--- src/rtl/ex_stage.sv ---
// ex_stage: EX pipeline stage (ALU, branch target, iterative multiply), negedge-registered EX/MEM outputs; optional EX_OVERFLOW_EN adds outOverflow
module ex_stage #(
  parameter int MUL_BITS_PER_CYCLE = 1
) (
  input  logic        clk,
  input  logic        rst_n,
  input  logic        inValid,
  input  logic        inFlush,
  input  logic [31:0] inAdder,
  input  logic [31:0] inRD1,
  input  logic [31:0] inRD2,
  input  logic [31:0] inSignExt,
  input  logic [4:0]  inInsA,
  input  logic [4:0]  inInsB,
  input  logic [3:0]  inAluOp,
  input  logic        inAluSrc,
  input  logic        inRegDst,
  input  logic        inBranch,
  output logic        outStall,
  output logic        outValid,
  output logic [31:0] outAluResult,
  output logic [31:0] outBranchTarget,
  output logic        outZero,
  output logic        outBranchTaken,
  output logic [31:0] outWriteData,
  output logic [4:0]  outWriteReg
`ifdef EX_OVERFLOW_EN
  ,
  output logic        outOverflow
`endif
);
  localparam int K = MUL_BITS_PER_CYCLE;
  localparam int N = 32 / K;
  localparam int CW = $clog2(N);
  localparam logic [3:0] OP_AND = 4'b0000, OP_OR = 4'b0001, OP_ADD = 4'b0010, OP_SUB = 4'b0110,
                         OP_SLT = 4'b0111, OP_NOR = 4'b1100, OP_MUL = 4'b1000;
  typedef enum logic {IDLE, MUL} state_t;
  state_t state, state_nx;
  logic [CW-1:0] count;
  logic [31:0] mcand, mplier, acc, m_tgt, m_wd;
  logic [4:0] m_wr;
  logic m_br;
  logic [31:0] b, sum, diff, alu, tgt, partial, prod;
  logic is_mul, last;
`ifdef EX_OVERFLOW_EN
  logic ovf;
`endif
  // ALU, branch target, multiply step and stall/next-state decode
  always_comb begin
    b = inAluSrc ? inSignExt : inRD2;
    sum = inRD1 + b;
    diff = inRD1 - b;
    alu = inAluOp == OP_AND ? inRD1 & b :
          inAluOp == OP_OR  ? inRD1 | b :
          inAluOp == OP_ADD ? sum :
          inAluOp == OP_SUB ? diff :
          inAluOp == OP_SLT ? {31'd0, $signed(inRD1) < $signed(b)} :
          inAluOp == OP_NOR ? ~(inRD1 | b) : 32'd0;
    tgt = inAdder + {inSignExt[29:0], 2'b00};
    is_mul = inAluOp == OP_MUL;
    last = count == CW'(N - 1);
    partial = 32'd0;
    for (int j = 0; j < K; j++) partial = partial + (mplier[j] ? mcand << j : 32'd0);
    prod = acc + partial;
    outStall = ~inFlush & (state == IDLE ? inValid & is_mul : ~last);
    state_nx = inFlush ? IDLE : state == IDLE ? (inValid & is_mul ? MUL : IDLE) : (last ? IDLE : MUL);
`ifdef EX_OVERFLOW_EN
    ovf = inAluOp == OP_ADD ? (inRD1[31] == b[31]) & (sum[31] != inRD1[31]) :
          inAluOp == OP_SUB ? (inRD1[31] != b[31]) & (diff[31] != inRD1[31]) : 1'b0;
`endif
  end
  // FSM state register
  always_ff @(negedge clk or negedge rst_n) begin
    if (!rst_n) state <= IDLE;
    else state <= state_nx;
  end
  // multiplier iteration and EX/MEM output registers
  always_ff @(negedge clk or negedge rst_n) begin
    if (!rst_n) begin
      count <= '0;
      mcand <= '0;
      mplier <= '0;
      acc <= '0;
      m_tgt <= '0;
      m_wd <= '0;
      m_wr <= '0;
      m_br <= 1'b0;
      outValid <= 1'b0;
      outAluResult <= '0;
      outBranchTarget <= '0;
      outZero <= 1'b0;
      outBranchTaken <= 1'b0;
      outWriteData <= '0;
      outWriteReg <= '0;
`ifdef EX_OVERFLOW_EN
      outOverflow <= 1'b0;
`endif
    end else if (inFlush) begin
      outValid <= 1'b0;
      outBranchTaken <= 1'b0;
`ifdef EX_OVERFLOW_EN
      outOverflow <= 1'b0;
`endif
    end else if (state == MUL) begin
      acc <= prod;
      mcand <= mcand << K;
      mplier <= mplier >> K;
      count <= count + 1'b1;
      outValid <= last;
      if (last) begin
        outAluResult <= prod;
        outZero <= prod == 32'd0;
        outBranchTaken <= m_br & (prod == 32'd0);
        outBranchTarget <= m_tgt;
        outWriteData <= m_wd;
        outWriteReg <= m_wr;
`ifdef EX_OVERFLOW_EN
        outOverflow <= 1'b0;
`endif
      end
    end else if (inValid & is_mul) begin
      mcand <= inRD1;
      mplier <= b;
      acc <= '0;
      count <= '0;
      m_tgt <= tgt;
      m_wd <= inRD2;
      m_wr <= inRegDst ? inInsB : inInsA;
      m_br <= inBranch;
      outValid <= 1'b0;
    end else if (inValid) begin
      outValid <= 1'b1;
      outAluResult <= alu;
      outZero <= alu == 32'd0;
      outBranchTaken <= inBranch & (alu == 32'd0);
      outBranchTarget <= tgt;
      outWriteData <= inRD2;
      outWriteReg <= inRegDst ? inInsB : inInsA;
`ifdef EX_OVERFLOW_EN
      outOverflow <= ovf;
`endif
    end else begin
      outValid <= 1'b0;
      outBranchTaken <= 1'b0;
    end
  end
endmodule

--- config.mk ---
export PLATFORM = sky130hd
export DESIGN_NAME = ex_stage
export DESIGN_NICKNAME = d
export VERILOG_FILES = /design/src/rtl/ex_stage.sv
export SDC_FILE = /design/constraint.sdc
export NUM_CORES = 1
export LEC_CHECK = 0
export ABC_AREA = 1
export ABC_CLOCK_PERIOD_IN_PS = 4500
export CAP_MARGIN = 0
export CELL_PAD_IN_SITES_DETAIL_PLACEMENT = 1
export CELL_PAD_IN_SITES_GLOBAL_PLACEMENT = 2
export CORE_UTILIZATION = 34
export CTS_CLUSTER_DIAMETER = 30
export DETAILED_ROUTE_END_ITERATION = 10
export GPL_TIMING_DRIVEN = 0
export HOLD_SLACK_MARGIN = 0.05
export PLACE_DENSITY_LB_ADDON = 0.1
export SLEW_MARGIN = 20
export SYNTH_ARGS = -nofsm -noshare
export SYNTH_HDL_FRONTEND = slang
export SYNTH_SLANG_ARGS = --single-unit
--- constraint.sdc ---
create_clock -name clk -period 4.5 [get_ports clk]
set_clock_uncertainty 0.2 [all_clocks]
set_input_delay 0.9 -clock clk [delete_from_list [all_inputs] [get_ports clk]]
set_output_delay 0.9 -clock clk [all_outputs]
set_load 0.01 [all_outputs]
==> impl_metrics.env <==
export IMPL_drtIter0Drc=1731
export IMPL_clkLatencyLatePin_ps=590
export IMPL_hold_path_end="m_wd[20]"
export IMPL_ys_ff_latch=276
export IMPL_arrival_ps=4110
export IMPL_worst_path_stages=28
export IMPL_fillerInstances=7833
export IMPL_grt_pass1_wl_um=179000
export IMPL_ys_seq_area_share_pct=30.9
export IMPL_die_w_um=258
export IMPL_cts_buffers=83
export IMPL_reg2reg_setup_slack_ps=570
export IMPL_finalWirelength_um=124000
export IMPL_antenna_left=0
export IMPL_tightestPinTransition_ps=1190
export IMPL_ys_flop_type="dfrtn_1"
export IMPL_layout_drive_gt1_share_pct=33.2
export IMPL_hold_class="flop to flop"
export IMPL_slew_headroom_pct=20.4
export IMPL_syn_inst=3433
export IMPL_yosysWarnings=0
export IMPL_core_area_um2=64700
export IMPL_cts_max_level=3
export IMPL_portBuffers=252
export IMPL_tns_ps=-58020
export IMPL_ir_drop_mv=0.273
export IMPL_via_count=26600
export IMPL_synth_area_leaders="dfrtn_1 (31%), nand2_1 (19%), ha_1 (8.8%)"
export IMPL_hold_slack_ps=222
export IMPL_fp_row_count=93
export IMPL_ff2ff_path_depth=18
export IMPL_async_flop_share_pct=100
export IMPL_die_height_um=258
export IMPL_area_growth_pct=57.2
export IMPL_syn_area_per_cell_um2=6.51
export IMPL_initial_core_util_pct=34.6
export IMPL_routed_via_density=5.42
export IMPL_drc=0
export IMPL_power_leakage_uw=0.0171
export IMPL_synth_largest_type_area_fraction_pct=30.9
export IMPL_cts_root_buf="clkbuf_16"
export IMPL_syn_area_um2=22400
export IMPL_fin_nets=4297
export IMPL_first_pass_iters=5
export IMPL_maxCapViolations=0
export IMPL_crit_reg2reg_launch="mplier[0]"
export IMPL_cts_sinks=276
export IMPL_place_hpwl_um=94500
export IMPL_path_delay_family="simple AND/OR/NAND/NOR gates"
export IMPL_place_congestion=0.959
export IMPL_setup_violations=218
export IMPL_grt_pass1_vias=27800
export IMPL_crit_path_frequent_cell="nand2_1"
export IMPL_detail_route_wl_per_cell_um=25.2
export IMPL_setup_ws_ps=-1440
export IMPL_min_from="m_wd[20]"
export IMPL_track_usage_pct=36.2
export IMPL_max_stage_delay_ps=230
export IMPL_die_area_um2=66800
export IMPL_required_ps=2670
export IMPL_overflow=0
export IMPL_worstReg2RegEnd="outBranchTaken"
export IMPL_finalHoldViolations=0
export IMPL_p_per_area_nw_per_um2=448
export IMPL_maxSlewViolCount=0
export IMPL_cts_tree="yes"
export IMPL_outcome="finished with violations"
export IMPL_violations="negative setup slack"
export IMPL_critPathKind="input port to flop"
export IMPL_clk_pin_slew_ps=40
export IMPL_yosysTopAreaCell="dfrtn_1"
export IMPL_place_ws_ps=-3500
export IMPL_worstSetupEndpointType="flop"
export IMPL_grt_max_degree=96
export IMPL_antenna_found_initial=8
export IMPL_worst_path_buf_inv=6
export IMPL_start_kind="input port"
export IMPL_ios=254
export IMPL_crit_path_top_delay_cell="nand4_1"
export IMPL_syn_nets=3744
export IMPL_final_util_pct=54.3
export IMPL_final_common_cell="nand2_1"
export IMPL_cts_buffer_depth=3
export IMPL_synth_cell_type_count=56
export IMPL_crit_start="inAluSrc"
export IMPL_critPathMaxFanout=6
export IMPL_rsz0062_at_grt="yes"
export IMPL_synth_edf_count=0
export IMPL_final_cell_mix="nand2_1 (946), inv_1 (380), dfrtn_1 (276)"
export IMPL_hold_depth=2
==> worst register-to-register path: cells and delay by family (launching register included) <==
kind | cells | cell delay [ps]
AO/OA/AOI/OAI | 4 | 760
buffers and inverters | 3 | 850
AND/OR/NAND/NOR | 9 | 1130
XOR/XNOR | 1 | 330
flip-flops | 1 | 370
adder cells (fa/ha/maj) | 1 | 310
==> synth_stat cells (4+ instances only) <==
library cell	n
o211ai_1	18
xor2_1	29
nor3_1	25
nor3_2	4
a21oi_1	138
inv_2	18
and2_1	7
o21bai_1	10
nand3b_1	6
buf_6	7
mux2_2	5
a21o_1	10
nor2_1	327
inv_1	441
a21oi_2	4
nand3_2	4
nand3_1	150
buf_4	8
a31oi_1	140
or2_0	10
or2_2	23
o21ai_1	12
ha_1	158
nor2_2	28
nand2_1	1133
nand4_1	43
buf_2	12
fa_1	4
nand2_2	11
clkbuf_1	106
xnor2_1	23
o21a_1	16
dfrtn_1	276
o22ai_1	6
o21ai_0	183
==> worst max path at each step <==
| stage | end | slack [ps] |
|---|---|---|
| after global routing | outBranchTaken | -1510 |
| after floorplan | outBranchTaken | -1280 |
| final | outBranchTaken | -1440 |
| after global placement | m_wd[21] | -11940 |
| after CTS | outBranchTaken | -1350 |
| after detailed placement | outBranchTaken | -3500 |
==> registers in the layout (all words and copies together) (netlist names) <==
name,flops
outWriteReg,5
count,5
outBranchTarget,32
m_wr,5
outZero,1
acc,32
mcand,32
state,1
mplier,32
outValid,1
m_br,1
outWriteData,32
m_wd,32
m_tgt,32
outBranchTaken,1
outAluResult,32
==> layer usage <==
layer	wire [um]	track usage (%)
met1	52500	46.0
met2	59400	61.1
met3	6760	5.85
met4	5170	14.0
met5	38	0
==> logic make-up (layout without fill, tap and decap cells) <==
kind of cell    after synthesis  count (layout)  share of synthesized area, %
buf+inv                     598            1219                          10.5
flops                       276             276                          30.9
compound gates              559             559                          14.4
mux                           5               5                         0.252
simple gates               1781            1781                          32.8
other cells                   0               7                             0
xor+xnor                     52              52                          2.04
fa+ha+maj                   162             162                          9.20
==> metrics by stage <==
step | power [uW] | instance area [um2] | std cells
after floorplan | 6580 | 22800 | 3433
after global placement | 8480 | 26400 | 4540
after detailed placement | 8600 | 26500 | 4542
after CTS | 15300 | 33500 | 4858
after global routing | 16400 | 35100 | 4912
final | 15700 | 35100 | 4916
==> final cells by class <==
class	count	area [um2]	share of cell area [%]
clock inverters	38	493	1.40
well taps	855	1070	3.04
flip-flops and latches	276	6910	19.7
clock buffers	115	2410	6.85
multi-input cells	2559	17200	48.8
repair buffers	480	4260	12.1
inverters	461	1780	5.07
diodes	7	17.5	0.0498
plain buffers	125	1040	2.97
==> report_power, final <==
part	switching, uW	internal, uW	leakage [uW]
combinational	3740	2320	0.0124
sequential	461	3160	0.00330
clock	1870	4180	0.00143
total	6070	9660	0.0171
==> what timing repair did <==
| item | 4_1_cts | 5_1_grt |
|---|---|---|
| gates cloned | 4 | 1 |
| gates resized for setup | 1431 | 362 |
| setup endpoints to repair | 381 | 372 |
| pin swaps | 186 | 206 |
| setup buffers | 163 | 64 |
| hold buffers | 0 | 0 |
Power figures use the tool's default switching activity.
